[src/rtl/fetch_queue_pkg.sv]
`default_nettype none
// +----------------------------------------------------------------------+
// | Module : fetch_queue_pkg                                             |
// | Brief  : Shared fetch-stage types used by the fetch queue and decode |
// | Rev    : 1.0                                                         |
// +----------------------------------------------------------------------+
package fetch_queue_pkg;

  // Branch prediction attached to a fetched instruction
  typedef struct packed {
    logic        taken;
    logic [31:0] target;
  } bp_t;

  // One fetched instruction as handed from fetch to decode
  typedef struct packed {
    logic [31:0] pc;
    logic [31:0] data;
    bp_t         bp;
  } fetch_data_t;

  // Occupancy counter width for a queue of the given depth (holds 0..DEPTH)
  function automatic int unsigned fq_cnt_width(input int unsigned depth);
    return $clog2(depth) + 1;
  endfunction

endpackage
`default_nettype wire

[src/rtl/fetch_queue_if.sv]
`default_nettype none
// +----------------------------------------------------------------------+
// | Module : squash_if / fetch_queue_if                                  |
// | Brief  : Pipeline flush request and fetch-to-decode queue handshakes |
// | Rev    : 1.0                                                         |
// +----------------------------------------------------------------------+

// Pipeline flush request; consumers only look at valid
interface squash_if;
  logic valid;

  modport master (output valid);
  modport slave  (input  valid);
endinterface

// Fetch-side push port, decode-side pop port and occupancy of the queue.
// master = the surrounding pipeline (fetch + decode), slave = the queue.
interface fetch_queue_if
  import fetch_queue_pkg::*;
#(
  parameter int DEPTH = 4
);
  fetch_data_t                in_i;
  logic                       in_i_valid;
  logic                       in_i_ready;
  fetch_data_t                out_o;
  logic                       out_o_valid;
  logic                       out_o_ready;
  logic [$clog2(DEPTH):0]     count_o;

  modport master (
    output in_i, in_i_valid, out_o_ready,
    input  in_i_ready, out_o, out_o_valid, count_o
  );

  modport slave (
    input  in_i, in_i_valid, out_o_ready,
    output in_i_ready, out_o, out_o_valid, count_o
  );
endinterface
`default_nettype wire

[src/rtl/fetch_queue.sv]
`default_nettype none
// +----------------------------------------------------------------------+
// | Module : fetch_queue                                                 |
// | Brief  : Fetch-to-decode decoupling FIFO with squash flush and       |
// |          optional empty-queue fall-through                           |
// | Rev    : 1.0                                                         |
// +----------------------------------------------------------------------+
module fetch_queue
  import fetch_queue_pkg::*;
#(
  parameter int DEPTH  = 4,   // power of two, >= 2
  parameter bit BYPASS = 1'b1 // 1: empty queue passes input straight through
) (
  input  wire logic    clk,
  input  wire logic    rst,
  fetch_queue_if.slave fq,
  squash_if.slave      squash_io
);

  localparam int                  c_PTR_W     = $clog2(DEPTH);
  localparam int                  c_CNT_W     = fq_cnt_width(DEPTH);
  localparam logic [c_CNT_W-1:0]  c_DEPTH_CNT = c_CNT_W'(DEPTH);

  fetch_data_t           r_mem [DEPTH];
  logic [c_PTR_W-1:0]    r_head;
  logic [c_PTR_W-1:0]    r_tail;
  logic [c_CNT_W-1:0]    r_count;

  logic                  w_empty;
  logic                  w_full;
  logic                  w_in_ready;
  logic                  w_out_valid;
  fetch_data_t           w_out;
  logic                  w_bypass_taken;
  logic                  w_push;
  logic                  w_pop;

  assign w_empty = (r_count == '0);
  assign w_full  = (r_count == c_DEPTH_CNT);

  // Acceptance depends on registered state and squash only, so a full
  // queue never accepts in the same cycle it pops.
  assign w_in_ready = !rst && !squash_io.valid && !w_full;

  // Output selection: stored head entry, fall-through input, or idle zeros
  always_comb begin
    w_out_valid = 1'b0;
    w_out       = '0;
    if (!w_empty) begin
      w_out_valid = !squash_io.valid && !rst;
      if (w_out_valid) begin
        w_out = r_mem[r_head];
      end
    end else if (BYPASS) begin
      w_out_valid = fq.in_i_valid && !squash_io.valid && !rst;
      if (w_out_valid) begin
        w_out = fq.in_i;
      end
    end
  end

  // A fall-through entry that decode takes immediately is never stored
  assign w_bypass_taken = BYPASS && w_empty && fq.in_i_valid && fq.out_o_ready && w_out_valid;
  assign w_push         = fq.in_i_valid && w_in_ready && !squash_io.valid && !w_bypass_taken;
  assign w_pop          = w_out_valid && fq.out_o_ready && !w_empty;

  // Pointer and occupancy update; squash discards this cycle's traffic
  always_ff @(posedge clk) begin
    if (rst || squash_io.valid) begin
      r_head  <= '0;
      r_tail  <= '0;
      r_count <= '0;
    end else begin
      if (w_push) begin
        r_tail <= r_tail + c_PTR_W'(1);
      end
      if (w_pop) begin
        r_head <= r_head + c_PTR_W'(1);
      end
      case ({w_push, w_pop})
        2'b10:   r_count <= r_count + c_CNT_W'(1);
        2'b01:   r_count <= r_count - c_CNT_W'(1);
        default: r_count <= r_count;
      endcase
    end
  end

  // Entry storage; contents need no reset since count gates every read
  always_ff @(posedge clk) begin
    if (w_push) begin
      r_mem[r_tail] <= fq.in_i;
    end
  end

  assign fq.in_i_ready  = w_in_ready;
  assign fq.out_o_valid = w_out_valid;
  assign fq.out_o       = w_out;
  assign fq.count_o     = r_count;

  a_count_bound : assert property (@(posedge clk) r_count <= c_DEPTH_CNT);

  a_no_push_full : assert property (@(posedge clk) disable iff (rst)
    !(w_push && w_full));

  a_out_stable : assert property (@(posedge clk) disable iff (rst)
    (w_out_valid && !fq.out_o_ready && !squash_io.valid) |=>
      (rst || squash_io.valid || (w_out_valid && $stable(w_out))));

endmodule
`default_nettype wire
[src/flat_wrapper.sv]
// flat-port wrapper written by rule: the top's interface ports become plain ports
module fetch_queue_flat import fetch_queue_pkg::*;
#(
  parameter int DEPTH  = 4,                        
  parameter bit BYPASS = 1'b1                                                
)
  (clk, rst, fq_in_i, fq_in_i_valid, fq_out_o_ready, fq_in_i_ready, fq_out_o, fq_out_o_valid, fq_count_o, squash_io_valid);
  fetch_queue_if #(.DEPTH(DEPTH)) fq_i ();
  squash_if squash_io_i ();
  input  wire logic clk;
  input  wire logic rst;
  input wire logic [$bits(fq_i.in_i)-1:0] fq_in_i;
  input wire logic [$bits(fq_i.in_i_valid)-1:0] fq_in_i_valid;
  input wire logic [$bits(fq_i.out_o_ready)-1:0] fq_out_o_ready;
  output wire logic [$bits(fq_i.in_i_ready)-1:0] fq_in_i_ready;
  output wire logic [$bits(fq_i.out_o)-1:0] fq_out_o;
  output wire logic [$bits(fq_i.out_o_valid)-1:0] fq_out_o_valid;
  output wire logic [$bits(fq_i.count_o)-1:0] fq_count_o;
  input wire logic [$bits(squash_io_i.valid)-1:0] squash_io_valid;
  assign fq_i.in_i = fq_in_i;
  assign fq_i.in_i_valid = fq_in_i_valid;
  assign fq_i.out_o_ready = fq_out_o_ready;
  assign fq_in_i_ready = fq_i.in_i_ready;
  assign fq_out_o = fq_i.out_o;
  assign fq_out_o_valid = fq_i.out_o_valid;
  assign fq_count_o = fq_i.count_o;
  assign squash_io_i.valid = squash_io_valid;
  fetch_queue #(.DEPTH(DEPTH), .BYPASS(BYPASS)) u_core (.clk(clk), .rst(rst), .fq(fq_i), .squash_io(squash_io_i));
endmodule
[config.mk]
export PLATFORM = sky130hd
export DESIGN_NAME = fetch_queue_flat
export DESIGN_NICKNAME = d
export VERILOG_FILES = /design/src/rtl/fetch_queue_pkg.sv /design/src/rtl/fetch_queue_if.sv /design/src/rtl/fetch_queue.sv /design/src/flat_wrapper.sv
export SDC_FILE = /design/constraint.sdc
export NUM_CORES = 1
export LEC_CHECK = 0
export BUFFER_PORTS_ARGS = -buffer_cell sky130_fd_sc_hd__buf_2
export CAP_MARGIN = 20
export CORE_MARGIN = 3
export CORE_UTILIZATION = 30
export CTS_BUF_LIST = sky130_fd_sc_hd__clkbuf_8
export CTS_CLUSTER_DIAMETER = 200
export DETAILED_ROUTE_END_ITERATION = 7
export PLACE_DENSITY = 0.56
export SETUP_SLACK_MARGIN = 0.1
export SLEW_MARGIN = 20
export SYNTH_ARGS = -nofsm -noshare
export SYNTH_HDL_FRONTEND = slang
export SYNTH_SLANG_ARGS = --single-unit
export TNS_END_PERCENT = 30
[constraint.sdc]
create_clock -name clk -period 8.1 [get_ports clk]
set_input_delay 0.81 -clock clk [delete_from_list [all_inputs] [get_ports clk]]
set_output_delay 0.81 -clock clk [all_outputs]
set_load 0.01 [all_outputs]
==> Word-level counts from Yosys, hierarchy flattened <==
Memories as Yosys holds them, arrays and structs flattened. A register that Yosys moved wholly into a read port is not among the register bits.
Index checks and enable logic that the tools add are counted.
{ "classes": {"mux": 9, "eq_ne": 3, "add_sub_neg": 4, "n_reduce_logical": 20} }
{ "ops": {"columns": ["cell", "count"], "rows": [
  ["2-to-1 mux 97 bit", 3],
  ["logical AND 1 bit", 12],
  ["case mux 3 bit (2 select lines)", 1],
  ["zero test 1 bit", 5],
  ["adder 2 x 1 -> 2 bit (second input constant)", 2],
  ["2-to-1 mux 2 bit", 2],
  ["adder 3 x 1 -> 3 bit (second input constant)", 1],
  ["equality test 3 bit (second input constant)", 1],
  ["zero test 3 bit", 1],
  ["2-to-1 mux 1 bit", 3],
  ["subtractor 3 x 1 -> 3 bit (second input constant)", 1],
  ["equality test 2 x 1 -> 1 bit (second input constant)", 1],
  ["equality test 2 bit (second input constant)", 1],
  ["nonzero test 2 bit", 1],
  ["logical OR 1 bit", 1]
]} }
{ "totals": {"ram_bits": 388, "mem_count": 1, "in_bits": 102, "elab_cells": 40, "out_inout_bits": 102, "ff_bits": 7} }
{ "mem_list": {"columns": ["name", "depth", "width", "read_ports", "rd_ports_with_merged_regs", "write_ports", "line_no", "source"], "rows": [
  ["u_core.r_mem", 4, 97, 1, 1, 1, "fetch_queue.sv:24", "fetch_data_t r_mem [DEPTH];"]
]} }

==> Depth between registers and ports, before layout <==
Gate-level depths: netlist of run 1.
{ "logic_depth": {"depth_word": 9, "ltp_mapped": 9} }

==> Least setup slack after synthesis of run 1 <==
OpenSTA, ideal clock, no wires.
{ "synth_path": {"path_type": "input port to flip-flop", "start": "input port squash_io_valid", "end": "memory u_core.r_mem[0][0] (netlist name), enable pin", "arrival_time_ns": 3.433, "path_slack_ns": 4.200, "path_stages": 3, "n_path_buf": 0, "cell_sequence": "nor2_1 o311a_1 and2_1"} }
{ "synth_via": {"elab_chain_len": 9, "word_cells_on_any_way": 13} }
{ "synth_lines": {"columns": ["element", "line_no", "source"], "rows": [
  ["start, declared", "flat_wrapper.sv:19", "input wire logic [$bits(squash_io_i.valid)-1:0] squash_io_valid;"],
  ["zero test 1 bit *", null, null],
  ["logical AND 1 bit (2 in series)", "fetch_queue.sv:55", "w_out_valid = fq.in_i_valid && !squash_io.valid && !rst;"],
  ["2-to-1 mux 1 bit", "fetch_queue.sv:49", "if (!w_empty) begin"],
  ["logical AND 1 bit", "fetch_queue.sv:63", "assign w_bypass_taken = BYPASS && w_empty && fq.in_i_valid && fq.out_o_ready && w_out_valid;"],
  ["zero test 1 bit", "fetch_queue.sv:64", "assign w_push = fq.in_i_valid && w_in_ready && !squash_io.valid && !w_bypass_taken;"],
  ["logical AND 1 bit *", "fetch_queue.sv:64", null],
  ["2-to-1 mux 1 bit *", "fetch_queue.sv:90", "if (w_push) begin"],
  ["2-to-1 mux 1 bit (not written as such) *", "fetch_queue.sv:91", "r_mem[r_tail] <= fq.in_i;"],
  ["end, declared", "fetch_queue.sv:24", null]
]} }
Mark *: on every way between the ends. The rest lies on a longest branch, timed or not.

==> results.cfg, run 1 <==
[critical_path]
crit_arrival_ps = 3220
crit_path_cell_trace = buf_4 -> mux4_2 -> a22o_1 -> buf_2
timing.rr.start = u_core.fq.count_o[2]$_SDFFE_PP0P_
crit_path_end_kind = primary output
slowest_delay_ps = 920
r2r_end = u_core.r_mem[0][66]$_DFFE_PP_
critPathLaunchType = flop
path_max_fanout = 39
critPathKind = reg2out
rrSetupSlack_ps = 5230
crit_required_ps = 7290
slowest_stage = dfxtp_4
r2r_cells = 4

[clock_network]
cts_hold_buf = 0
cts_tree = done
cts_buffers = 70
cts_resized = 0
htreeDepth = 3
post_cts_buffers = 0
clkSinkCount = 397
clk_pin_slew_ps = 60
cts.path.max_buffers = 3
clock_latency_ps = 620
cts-root-buf = clkbuf_8

[placed_design]
dp_cells = 1524
place.gp.congestion = 0.683
hpwl_um = 19400
portBuffers = 203
placed_cell_area_um2 = 17100
pre_cts_slack_ps = 4330

[die]
die-width_um = 233
coreArea_um2 = 50600
row_count = 82
dieHeight_um = 233
start_util_pct = 30.6
dieArea_um2 = 54400
ioPinCount = 204

[synthesis]
synth.distinct_cells = 32
synth_most_common_cell = edfxtp_1
synth.net_count = 791
syn_inst = 683
synth_top_cell_by_area = edfxtp_1
synth.area.top_cells = edfxtp_1 (75%), mux4_2 (14%), a22o_1 (5.5%), dfxtp_1 (1.2%), buf_2 (0.68%)
ys_seq_area_share_pct = 76.4
ys_top_cells_by_count = edfxtp_1 (388), a22o_1 (97), mux4_2 (97), buf_2 (21), nor2_1 (10)
ys_ff_latch = 397
synth-async-reset-ratio_pct = 0
synth_edf_count = 388
netlist_area_um2 = 15500
synthFlopType = edfxtp_1
synth_top_cell_area_share_pct = 75.3
syn_avg_cell_area_um2 = 22.7
yosys_warnings = 0

[route]
routed_via_density = 4.82
post_drt_wl_per_cell_um = 21.3
firstDrtPassIters = 4
vias = 7952
drc = 0
drt_iter0_drc = 517
wl_um = 35100
postRouteAntennaNets = 0

[global_routing]
grt_pass1_wl_um = 53000
grt_max_degree = 60
overflow = 0
grt_use_total_pct = 13.1
grt_pass1_vias = 8652
antenna_found_initial = 3

[sta]
setup_viol = 0
final.setup.worst_slack_ps = 4070
period_needed_ps = 4030
tns_ps = 0
slew_headroom_pct = 33.8
fmax_mhz = 248
fin_skew_ps = 24.8
final.period_utilization_pct = 49.8
maxSlewViolCount = 0
tightest_slew_ps = 992
fin_hold_ws_ps = 419
hold_viol = 0
rsz0062_at_grt = false

[job]
drv_cap = 0

[cells_and_area]
fin_nets = 1032
final_cells = 1650
design_area_um2 = 18400
finalCoreUtilization_pct = 36.4
area_growth_pct = 18.9
drive_above_1_share_pct = 41.2

[pwr]
leakagePower_nw = 6.24
ir_worst_vdd_uv = 102
powerDensity_nw_per_um2 = 221
finalPower_mw = 4.07

[worst_hold_path]
hold_class = in2reg
hold_end = u_core.r_mem[3][28]$_DFFE_PP_
hp-start = fq_in_i[28]
holdPathStages = 1

[run_status]
status = finished, final reports clean
[layout make-up]
class	instances	area (µm²)
Timing Repair Buffer	213	1090
Sequential cell	397	11800
Fill cell	4728	32200
Clock buffer	75	1030
Inverter	6	22.5
Antenna cell	3	7.51
Multi-Input combinational cell	236	3350
Tap cell	672	841
Clock inverter	48	224
[layer usage]
metal | part of all wire (%) | global-route usage, % | vias up | wire length [µm]
li1 | - | - | 3439 | -
met1 | 45 | 18.0 | 4204 | 15800
met2 | 46 | 19.7 | 255 | 16100
met3 | 7.1 | 3.62 | 54 | 2480
met4 | 2.1 | 5.12 | 0 | 724
met5 | 0 | 0 | - | 0
[sequential cells by signal, indices dropped and copies added, names as in the netlist, named ones only]
| signal | cells |
|---|---|
| u_core.fq.count_o | 3 |
| u_core.r_head | 2 |
| u_core.r_tail | 2 |
| u_core.r_mem | 388 |
[cells by family after synthesis]
logic type | count (synthesis) | synth area share, %
buffers and inverters | 50 | 1.99
AO/OA/AOI/OAI | 103 | 5.74
flip-flops | 397 | 76.4
multiplexers | 98 | 14.2
XOR/XNOR | 5 | 0.283
adder cells (fa/ha/maj) | 6 | 0.534
AND/OR/NAND/NOR | 24 | 0.841
[cell usage in the layout (no fill, tap or decap), drive strengths merged, types with 2 or more instances in the layout]
cell / synthesis / layout
nor2: 11 / 11
mux4: 97 / 97
a22o: 97 / 97
clkbuf: 6 / 75
and2: 4 / 4
edfxtp: 388 / 388
or3: 2 / 2
inv: 6 / 34
and3: 2 / 2
a21oi: 2 / 2
dfxtp: 9 / 9
buf: 38 / 213
ha: 5 / 5
or2: 2 / 2
clkinv: 0 / 18
diode: 0 / 3
xor2: 4 / 4
[power breakdown]
group          switching [mW]  internal (mW)
Clock                   0.787          0.882
Sequential            0.00319           2.27
Combinational          0.0780         0.0515
[worst max-delay path by stage]
stage                         start  cells past startpoint                      endpoint  slack (ps)
floorplan           squash_io_valid                      3  u_core.r_mem[0][0]$_DFFE_PP_        4200
global placement    squash_io_valid                      6                  fq_out_o[56]        4400
detailed placement  squash_io_valid                      6                  fq_out_o[46]        4330
CTS                            flop                      4                  fq_out_o[33]        3830
global route                   flop                      4                   fq_out_o[4]        3730
finish                         flop                      4                  fq_out_o[33]        4070
[worst max-delay path: cells and delay by family, from the launching register on]
family	cells	cell delay (ps)
DFF	1	920
buffers and inverters	2	830
muxes	1	640
AOI/OAI and AO/OA	1	200
(Power assumes the default switching activity.)
==> inputs of run 2 (changes only) <==
- PLACE_DENSITY: 0.56 -> 0.58
- clock period: 8.1 -> 3.2 ns (I/O delays scaled with it)
==> results.cfg, run 2 (same netlist as run 1, synthesis figures left out) <==
[critical_path]
cp-endpoint = fq_out_o[33]
crit_buf_inv = 2
critPathLaunchType = flop
cp_num_cells = 4
crit_family = buffers and inverters
r2r_cells = 9
path_max_fanout = 17
critPathKind = reg2out
r2r_end = u_core.fq.count_o[2]$_SDFFE_PP0P_
crit_path_cell_trace = buf_4 -> mux4_2 -> a22o_1 -> buf_2
timing.rr.start = u_core.fq.count_o[2]$_SDFFE_PP0P_
slowest_delay_ps = 570
crit_path_end_kind = primary output
slowest_stage = mux4_2
crit_arrival_ps = 2550
crit_required_ps = 2880
rrSetupSlack_ps = 930

[die]
row_count = 82
coreArea_um2 = 50600
die-width_um = 233
ioPinCount = 204
start_util_pct = 30.6
dieHeight_um = 233
dieArea_um2 = 54400

[clock_network]
cts_buffers = 69
cts-root-buf = clkbuf_8
cts_tree = done
htreeDepth = 3
clock_latency_ps = 610
clk_pin_slew_ps = 60
cts.path.max_buffers = 3
clkSinkCount = 397

[pwr]
ir_worst_vdd_uv = 357
powerDensity_nw_per_um2 = 528
leakagePower_nw = 6.77
finalPower_mw = 10.4

[cells_and_area]
finalCoreUtilization_pct = 38.9
largest_reg_flops = 388
fin_nets = 1144
most-common-layout-cells = edfxtp_1 (388), buf_2 (203), mux4_2 (97), a22o_1 (97), dlygate4sd3_1 (97)
drive_above_1_share_pct = 38.5
final_common_cell = edfxtp_1
area_growth_pct = 27.3
regArea_um2 = 11800
multiInputGateArea_um2 = 3350
fillCellCount = 4600
regMostFlops = u_core.r_mem

[global_routing]
grt.busiest_layer = met2
overflow = 0
grt_pass1_vias = 8837
grt_use_total_pct = 12.9
antenna_found_initial = 1
use_met3_pct = 3.13
grtUsageMet1_pct = 17.9
grt_use_met2_pct = 19.7
grt_max_degree = 65
grt_pass1_wl_um = 52600

[placed_design]
hpwl_um = 19800
portBuffers = 203
place.gp.congestion = 0.701

[job]
drv_cap = 0

[sta]
fin_skew_ps = 21.7
maxSlewViolCount = 0
rsz0062_at_grt = false
fin_hold_ws_ps = 100
hold_viol = 0
tightest_slew_ps = 614
final.period_utilization_pct = 89.6
period_needed_ps = 2870
slew_headroom_pct = 59.1
fmax_mhz = 349
setup_viol = 0

[worst_hold_path]
holdPathStages = 4
hp-start = fq_out_o_ready
hold_class = in2reg

[route]
vias = 8273
firstDrtPassIters = 4
drc = 0
drt_iter0_drc = 476
post_drt_wl_per_cell_um = 19.9
routed_via_density = 4.70
wl_um = 35000
postRouteAntennaNets = 0

[run_status]
status = finished, final reports clean
run 2: where the power goes:
part | switching, mW | internal, mW
Clock | 1.98 | 2.24
Combinational | 0.215 | 0.217
Sequential | 0.00721 | 5.74
Total | 2.20 | 8.20
run 2: worst min-delay path by stage:
stage	slack, ps	endpoint
detailed placement	530	u_core.r_head[0]$_SDFFE_PP0P_
finish	100	u_core.r_head[0]$_SDFFE_PP0P_
floorplan	420	u_core.r_mem[0][0]$_DFFE_PP_
CTS	10	u_core.r_head[0]$_SDFFE_PP0P_
global route	110	u_core.r_head[0]$_SDFFE_PP0P_
global placement	510	flop
run 2: worst register-to-register path, cell delays in order, from the launching register on:
cell	delay, ps
dfxtp_1	430
nor2_1	90
o311a_1	360
inv_1	90
ha_1	180
inv_1	60
fa_1	370
xor2_1	160
or3_1	300
a21oi_1	140
run 2: metal layers:
metal / up-vias / routed length [µm]
met1: 4308 / 16000
met5: - / 0
met2: 246 / 16100
met4: 0 / 753
li1: 3667 / -
met3: 52 / 2070
run 2: per-stage QoR:
| stage | setup WS (ps) | setup TNS (ps) | area (µm²) | instances |
|---|---|---|---|---|
| 5_1_grt | 144 | 0 | 19700 | 1759 |
| 3_3_place_gp | 866 | 0 | 17500 | 1540 |
| 6_report | 333 | 0 | 19700 | 1760 |
| 4_1_cts | 184 | 0 | 19700 | 1759 |
| 2_1_floorplan | -256 | -49750 | 15500 | 683 |
| 3_5_place_dp | 832 | 0 | 17500 | 1540 |
run 2: what timing repair did:
action | 4_1_cts | 5_1_grt
buffers inserted | 0 | 0
hold buffers | 97 | 0
hold endpoints to repair | 388 | 0
resized for setup | 0 | 0
run 2: cell type report:
cell class | count | share of cell area [%]
diodes | 1 | 0.0127
multi-input cells | 236 | 17.0
flip-flops and latches | 397 | 60.1
clock buffers | 72 | 5.03
well taps | 672 | 4.27
clock inverters | 50 | 1.35
repair buffers | 326 | 12.1
inverters | 6 | 0.114
==> inputs of run 3 (changes only) <==
- BUFFER_PORTS_ARGS: -buffer_cell sky130_fd_sc_hd__buf_2 -> unset
- CELL_PAD_IN_SITES_DETAIL_PLACEMENT: unset -> 2
- CELL_PAD_IN_SITES_GLOBAL_PLACEMENT: unset -> 2
- DONT_BUFFER_PORTS: unset -> 1
- PLACE_DENSITY: 0.58 -> 0.64
- RECOVER_POWER: unset -> 50
==> results.cfg, run 3 (same netlist as run 1, synthesis figures left out) <==
[run_status]
status = finished, final reports clean

[route]
firstDrtPassIters = 4
drc = 0
postRouteAntennaNets = 0
routed_via_density = 4.90
post_drt_wl_per_cell_um = 24.5
vias = 7606
drt_iter0_drc = 525
wl_um = 38000

[cells_and_area]
fin_nets = 936
regMostFlops = u_core.r_mem
largest_reg_flops = 388
most-common-layout-cells = edfxtp_1 (388), dlygate4sd3_1 (99), mux4_2 (97), a22o_1 (97), clkbuf_8 (76)
area_growth_pct = 20.2
final_common_cell = edfxtp_1
drive_above_1_share_pct = 23.8

[global_routing]
grt_pass1_vias = 8970
antenna_found_initial = 1
overflow = 0
grt_pass1_wl_um = 57500
grt_use_total_pct = 14.3
grt_max_degree = 99

[critical_path]
crit_path_end_kind = primary output
critPathLaunchType = flop
crit_required_ps = 2880
cp_num_cells = 4
r2r_cells = 3
crit_path_cell_trace = nor3_2 -> and3_4 -> buf_12 -> a22o_1
crit_family = simple AND/OR/NAND/NOR gates
slowest_stage = and3_4
crit_buf_inv = 1
critPathLaunch = u_core.fq.count_o[0]$_SDFFE_PP0P_
r2r_end = u_core.r_mem[3][73]$_DFFE_PP_
slowest_delay_ps = 480
cp-endpoint = fq_out_o[69]
critPathKind = reg2out
crit_arrival_ps = 2520
timing.rr.start = u_core.fq.count_o[0]$_SDFFE_PP0P_
rrSetupSlack_ps = 410
path_max_fanout = 55

[clock_network]
htreeDepth = 3
cts.path.max_buffers = 3
clk_pin_slew_ps = 60
clkSinkCount = 397
cts_resized = 0
cts_tree = done
cts_buffers = 71
cts-root-buf = clkbuf_8
post_cts_buffers = 0
clock_latency_ps = 640

[job]
drv_cap = 0

[placed_design]
pre_cts_slack_ps = 818
hpwl_um = 21300
portBuffers = 0
place.gp.congestion = 0.670

[pwr]
powerDensity_nw_per_um2 = 554
ir_worst_vdd_uv = 456
leakagePower_nw = 5.77

[sta]
tns_ps = 0
period_needed_ps = 2840
maxSlewViolCount = 0
setup_viol = 0
final.setup.worst_slack_ps = 359
tightest_slew_ps = 1490
slew_headroom_pct = 0.371
fin_skew_ps = 36.7
hold_viol = 0
rsz0062_at_grt = false
final.period_utilization_pct = 88.8
fmax_mhz = 352

[die]
dieArea_um2 = 54400
die-width_um = 233
row_count = 82
start_util_pct = 30.6
dieHeight_um = 233
ioPinCount = 204
coreArea_um2 = 50600

[worst_hold_path]
hold_class = in2reg
==> run 3: changes by cell type in the layout (fill, tap and decap cells not counted), sizes merged <==
cell         change
inv              +1
dlygate4sd3      +2
buf            -212
clkinv           -4
bufinv           -2
clkinvlp         +2
clkbuf           +4
==> run 3: cell type report <==
type / instances / area, µm²
Antenna cell: 1 / 2.50
Sequential cell: 397 / 11800
Clock inverter: 47 / 216
Fill cell: 4816 / 32000
Multi-Input combinational cell: 236 / 3350
Clock buffer: 76 / 1050
Inverter: 6 / 22.5
Timing Repair Buffer: 116 / 1290
Tap cell: 672 / 841
==> run 3: how the worst min path moves through the flow <==
stage	startpoint	to	slack (ps)	cells after the start
2_1_floorplan	fq_in_i[0]	u_core.r_mem[0][0]$_DFFE_PP_	420	0
3_3_place_gp	fq_in_i[33]	u_core.r_mem[3][33]$_DFFE_PP_	420	0
3_5_place_dp	fq_in_i[33]	u_core.r_mem[3][33]$_DFFE_PP_	420	0
4_1_cts	fq_out_o_ready	u_core.fq.count_o[0]$_SDFFE_PP0P_	130	4
5_1_grt	fq_out_o_ready	u_core.r_tail[1]$_SDFFE_PP0P_	210	4
6_report	fq_out_o_ready	u_core.fq.count_o[0]$_SDFFE_PP0P_	230	4
==> run 3: what timing repair did <==
item                                   CTS  global route
setup endpoints to repair                0             0
endpoints found under the hold margin  394             0
hold buffers                            99             0
==> run 3: per-layer routing <==
metal / routed length [µm] / global-route usage [%]
met1: 16100 / 18.3
met2: 18500 / 22.8
met3: 2530 / 4.83
met4: 921 / 4.77
met5: 0 / 0
==> run 3: through the flow <==
stage	power (mW)	hold slack, ps	util [%]	instance area (µm²)	cells
2_1_floorplan	5.99	419	-	15500	683
3_3_place_gp	6.03	419	32.3	16400	1328
3_5_place_dp	6.03	419	32.3	16400	1328
4_1_cts	10.5	134	36.8	18600	1550
5_1_grt	10.8	213	36.8	18600	1551
6_report	10.3	234	36.8	18600	1551
==> run 3: worst register-to-register path, stage by stage, from the launching register on <==
cell and delay, ps:
dfxtp_1 530, o311a_1 290, and2_1 1150, buf_4 470
==> run 3: power breakdown <==
group          total, mW  internal [mW]  switching, mW
logic              0.327          0.151          0.176
clock network       4.25           2.19           2.05
registers           5.75           5.74        0.00781
